<file path="src/rtl/dds_mode_fader.sv">
// N-channel waveform selector for the DDS DAC path: mode changes fade the gain to zero,
// swap the routed channel at zero gain, then fade back up so the DAC never sees a step.
module dds_mode_fader #(
    parameter int N_CH       = 8,
    parameter int SEL_W      = 3,
    parameter int IN_W       = 16,
    parameter int OUT_W      = 14,
    parameter int GAIN_W     = 8,
    parameter int GAIN_STEP  = 16,
    parameter bit OFFSET_BIN = 1'b1
) (
    input  logic                   clk_100M,
    input  logic                   rst,
    input  logic [SEL_W-1:0]       mode,
    input  logic [N_CH*IN_W-1:0]   sig_in,
    output logic [OUT_W-1:0]       sig_out,
    output logic [SEL_W-1:0]       mode_active,
    output logic                   busy
);

    localparam int PROD_W = IN_W + GAIN_W + 1;

    localparam logic [GAIN_W:0]  G_FULL   = {1'b1, {GAIN_W{1'b0}}};
    localparam logic [GAIN_W:0]  G_STEP   = (GAIN_W + 1)'(GAIN_STEP);
    localparam logic [OUT_W-1:0] MIDSCALE = {OFFSET_BIN, {(OUT_W - 1){1'b0}}};

    typedef enum logic [1:0] {
        RUN,
        FADE_OUT,
        SWAP,
        FADE_IN
    } state_t;

    state_t             r_state;
    state_t             w_state_nxt;
    logic [GAIN_W:0]    r_gain;
    logic [GAIN_W:0]    w_gain_nxt;
    logic [GAIN_W:0]    w_gain_up;
    logic [GAIN_W:0]    w_gain_dn;
    logic [SEL_W-1:0]   r_mode_active;
    logic [SEL_W-1:0]   w_mode_active_nxt;

    logic [IN_W-1:0]    w_sel;
    logic [IN_W-1:0]    r_sel;
    logic [GAIN_W:0]    r_gain_s1;
    logic [PROD_W-1:0]  w_sel_ext;
    logic [PROD_W-1:0]  w_gain_ext;
    logic [PROD_W-1:0]  w_prod;
    logic [OUT_W-1:0]   r_sig_out;
    logic               w_unused;

    // Clamped gain steps; the gain never wraps past zero or full scale.
    assign w_gain_up = (r_gain >= G_FULL - G_STEP) ? G_FULL : r_gain + G_STEP;
    assign w_gain_dn = (r_gain <= G_STEP) ? '0 : r_gain - G_STEP;

    // NOTE: every signal gets a default before the case so no path leaves it unassigned (no latches).
    always_comb begin
        w_state_nxt       = r_state;
        w_gain_nxt        = r_gain;
        w_mode_active_nxt = r_mode_active;
        case (r_state)
            SWAP: begin
                w_mode_active_nxt = mode;
                w_state_nxt       = FADE_IN;
            end
            RUN, FADE_OUT, FADE_IN: begin
                if (mode != r_mode_active) begin
                    w_gain_nxt  = w_gain_dn;
                    w_state_nxt = (w_gain_dn == '0) ? SWAP : FADE_OUT;
                end else begin
                    w_gain_nxt  = w_gain_up;
                    w_state_nxt = (w_gain_up == G_FULL) ? RUN : FADE_IN;
                end
            end
        endcase
    end

    // NOTE: sequential state uses non-blocking assignments so every register samples pre-edge values.
    always_ff @(posedge clk_100M) begin
        if (rst) begin
            r_state       <= FADE_IN;
            r_gain        <= '0;
            r_mode_active <= '0;
        end else begin
            r_state       <= w_state_nxt;
            r_gain        <= w_gain_nxt;
            r_mode_active <= w_mode_active_nxt;
        end
    end

    // Channel mux; an out-of-range mode_active matches no channel and routes zero.
    always_comb begin
        w_sel = '0;
        for (int k = 0; k < N_CH; k++) begin
            if (r_mode_active == SEL_W'(k)) begin
                w_sel = sig_in[k*IN_W +: IN_W];
            end
        end
    end

    // Sign-extended sample times zero-extended gain; the low PROD_W bits are the signed product.
    assign w_sel_ext  = {{(GAIN_W + 1){r_sel[IN_W-1]}}, r_sel};
    assign w_gain_ext = {{IN_W{1'b0}}, r_gain_s1};
    assign w_prod     = w_sel_ext * w_gain_ext;
    assign w_unused   = ^{w_prod[PROD_W-1], w_prod[GAIN_W+IN_W-OUT_W-1:0]};

    // NOTE: pipeline registers are reset too, so the first words after reset are midscale, not stale data.
    always_ff @(posedge clk_100M) begin
        if (rst) begin
            r_sel     <= '0;
            r_gain_s1 <= '0;
            r_sig_out <= MIDSCALE;
        end else begin
            r_sel     <= w_sel;
            r_gain_s1 <= r_gain;
            r_sig_out <= w_prod[IN_W+GAIN_W-1 -: OUT_W] ^ MIDSCALE;
        end
    end

    assign sig_out     = r_sig_out;
    assign mode_active = r_mode_active;
    assign busy        = (r_state != RUN);

endmodule

</file>
<file path="config.mk">
export PLATFORM = sky130hd
export DESIGN_NAME = dds_mode_fader
export DESIGN_NICKNAME = d
export VERILOG_FILES = /design/src/rtl/dds_mode_fader.sv
export SDC_FILE = /design/constraint.sdc
export NUM_CORES = 1
export LEC_CHECK = 0
export ABC_AREA = 1
export CAP_MARGIN = 0
export CORE_UTILIZATION = 35
export CTS_CLUSTER_DIAMETER = 40
export CTS_CLUSTER_SIZE = 40
export DETAILED_ROUTE_END_ITERATION = 16
export PLACE_DENSITY_LB_ADDON = 0.2
export SLEW_MARGIN = 20
export SYNTH_ARGS = -nofsm -noshare
export SYNTH_HDL_FRONTEND = slang
export SYNTH_SLANG_ARGS = --single-unit
</file>
<file path="constraint.sdc">
create_clock -name clk_100M -period 7.55 [get_ports clk_100M]
set_input_delay 1.1325 -clock clk_100M [delete_from_list [all_inputs] [get_ports clk_100M]]
set_output_delay 1.1325 -clock clk_100M [all_outputs]
set_load 0.01 [all_outputs]
</file>
==> results.txt <==
Mapped Nets: 1487
std cell rows: 55
outcome: completed
Core Area: 22780 µm²
P_int: 0.8477 mW
HP Class: reg -> reg
final hold slack: 0.4373 ns
Final Critical Period: 5.259 ns
DRT Pass-1 Iters: 5
Post-synth top cells: nand2_1 (327), inv_1 (282), fa_1 (114)
Die Y-Extent: 154.7 µm
vias in the first global route: 7927
buffers and inverters on the worst path: 6
fin nets: 1595
Reg2Reg Depth: 21
total number of vias: 7591
most numerous cell in the Yosys netlist: nand2_1
main flop type after synthesis: dfxtp_1
Chip Width: 154.7 µm
top area cells in the synthesized netlist: fa_1 (28%), nand2_1 (15%), dfxtp_1 (13%)
Final period util: 69.65%
Worst path slowest cell: dfxtp_1
Crit. End Element: flip-flop
Syn Inst Count: 1187
Post-CTS Setup Inserts: 0
Slew Limit Fails: 0
CP Data Required Time: 7.73 ns
placer congestion estimate: 0.8999
Max Freq: 190.2 MHz
Slew HR: 26.62%
Max FO, Critical Path: 15
final clock skew: 0.006515 ns
worst r2r src: r_gain_s1[1]
Total GRT Usage: 20.78%
ANT cells: 0
register clock-pin slew on the reported worst setup and hold paths: 0.08 ns
final hold violation count: 0
CTS root buf: clkbuf_16
worst slew pin tran: 1.095 ns
setup_tns: 0 ns
Synth async-reset ratio: 0%
CTS Buffer Depth: 2
hold_buf cts: 0
clk_lat worst skew: 0.31 ns
post-synthesis sequential area ratio: 12.99%
worst setup path class: reg -> reg
# DRC: 0
Synth area leader: fa_1
I/O Buffers: 150
Netlist Area Pre-Place: 8165 µm²
FF+latch count, synth: 53
critical path, cell by cell: nand2_1, fa_1, inv_1, fa_1, inv_1, fa_1, inv_1, fa_1, inv_1, fa_1, inv_1, ha_1, nand2_1, nor2_1, nand2_1, nor2_1, nand2_1, nand3_1, inv_1, nand2_1, nand3_1
crit path DAT: 5.44 ns
Yosys top cell area share: 27.95%
delay-heaviest family, CP: adder cells
synth warn: 0
sw frac: 48.63%
P per Cell Area: 164.8 nW/µm²
part of the power in registers: 31.1%
total CTS buffers: 5
Worst R2R Setup Slack: 2.29 ns
die area: 23940 µm²
Initial Util: 35.85%
RSZ-0062 raised after global routing: no
largest net degree at the start of global routing: 30
count of different cell masters after synthesis: 35
P_leak: 5.575 nW
CTS H-Tree Depth: 2
IO Pins: 151
Fill cells: 2359
synth-to-layout area growth: 22.62%
Overflow after GRT: 0
Hold Path End: r_gain_s1[1]
Starting DRT DRC Count: 469
CTS resizes: 0
hold depth: 2
CTS Sinks: 53
CTS tree: built
wire per inst: 14.55 µm
Sw Pwr: 0.8025 mW
Avg Vias per Cell: 4.718
syn avg cell area: 6.879 µm²
RR Endpoint: sig_out[13]
first-pass GRT wire length: 39180 µm
DP Wirelength: 19270 µm
EDFF count, synth: 0
clock share of power: 15.2%
initial antenna violation count: 0
Critical Path Most Common Cell: inv_1
share of cells above drive strength 1: 2.006%
# setup viols final: 0
antenna-violating nets left: 0
CP max stage delay: 0.72 ns
DRT Wirelength: 23420 µm
# Max-Cap Violations: 0
Logic pwr share: 53.7%
peak supply drop: 0.1248 mV
CP startpoint kind: flip-flop
min-delay src: r_gain[1]
[worst max-delay path by stage]
stage | start | endpoint | slack [ns] | cells after the start
finish | r_gain_s1[1] | sig_out[13] | 2.29 | 21
global route | r_gain_s1[1] | sig_out[13] | 1.95 | 21
CTS | r_gain_s1[1] | sig_out[13] | 2.28 | 21
detailed placement | r_gain_s1[1] | sig_out[13] | 2.30 | 21
global placement | r_gain_s1[2] | sig_out[1] | 2.39 | 19
floorplan | r_gain_s1[3] | sig_out[13] | 2.78 | 23
[power by group through the flow]
stage                     logic (mW)  clock network (mW)  registers [mW]
after floorplan                0.679                   0           0.395
after global placement         0.887                   0           0.518
after detailed placement       0.894                   0           0.519
final                          0.887               0.250           0.513
after global routing            1.02               0.270           0.528
after CTS                      0.898               0.261           0.512
[worst min-delay path, cell delays in order (launching register included)]
cell,delay (ns)
dfxtp_1,0.31
inv_1,0.05
nor2_1,0.04
[layout by cell type (no fill, tap or decap), types with 7 or more instances in the layout]
cell / instances
inv_1: 282
o21ai_0: 21
ha_1: 53
a21oi_1: 80
nand3_1: 44
xor2_1: 7
o21ai_1: 7
fa_1: 114
clkdlybuf4s50_1: 150
nand2_1: 327
nor2_1: 65
dfxtp_1: 53
nand4_1: 39
[cells by family after synthesis]
| family | Yosys count | share of synthesized area, % |
|---|---|---|
| fa+ha+maj | 167 | 36.07 |
| simple gates | 495 | 25.84 |
| xor+xnor | 12 | 1.287 |
| flops | 53 | 12.99 |
| buf+inv | 339 | 15.98 |
| compound gates | 121 | 7.830 |
[flip-flops by register name, summed over array words and instances (netlist names)]
register	count
r_gain	9
r_state	2
mode_active	3
sig_out	14
r_sel	16
r_gain_s1	9
[through the flow]
stage	cell area (µm²)	util [%]	worst slack, ns	std cells	power (mW)
floorplan	8165	-	2.781	1187	1.074
global placement	9852	43.25	2.393	1601	1.405
detailed placement	9852	43.25	2.300	1601	1.412
CTS	10010	43.93	2.280	1609	1.671
global route	10010	43.96	1.945	1609	1.818
finish	10010	43.96	2.291	1609	1.650
[routing by layer]
| metal | vias up | wire, µm | track usage (%) |
|---|---|---|---|
| met3 | 40 | 813 | 2.578 |
| met5 | - | 0 | 0 |
| met4 | 0 | 540 | 5.941 |
| li1 | 3775 | - | - |
| met1 | 3619 | 10350 | 26.25 |
| met2 | 157 | 11720 | 37.04 |
[layout make-up]
| type | count | area (µm²) | share of cell area, % |
|---|---|---|---|
| repair buffers | 152 | 1516 | 15.15 |
| flip-flops and latches | 53 | 1061 | 10.60 |
| inverters | 288 | 1084 | 10.82 |
| clock inverters | 3 | 28.78 | 0.2874 |
| well taps | 313 | 391.6 | 3.912 |
| multi-input cells | 795 | 5806 | 57.99 |
| clock buffers | 5 | 125.1 | 1.250 |
No activity file was read; power rests on OpenSTA's default activity.
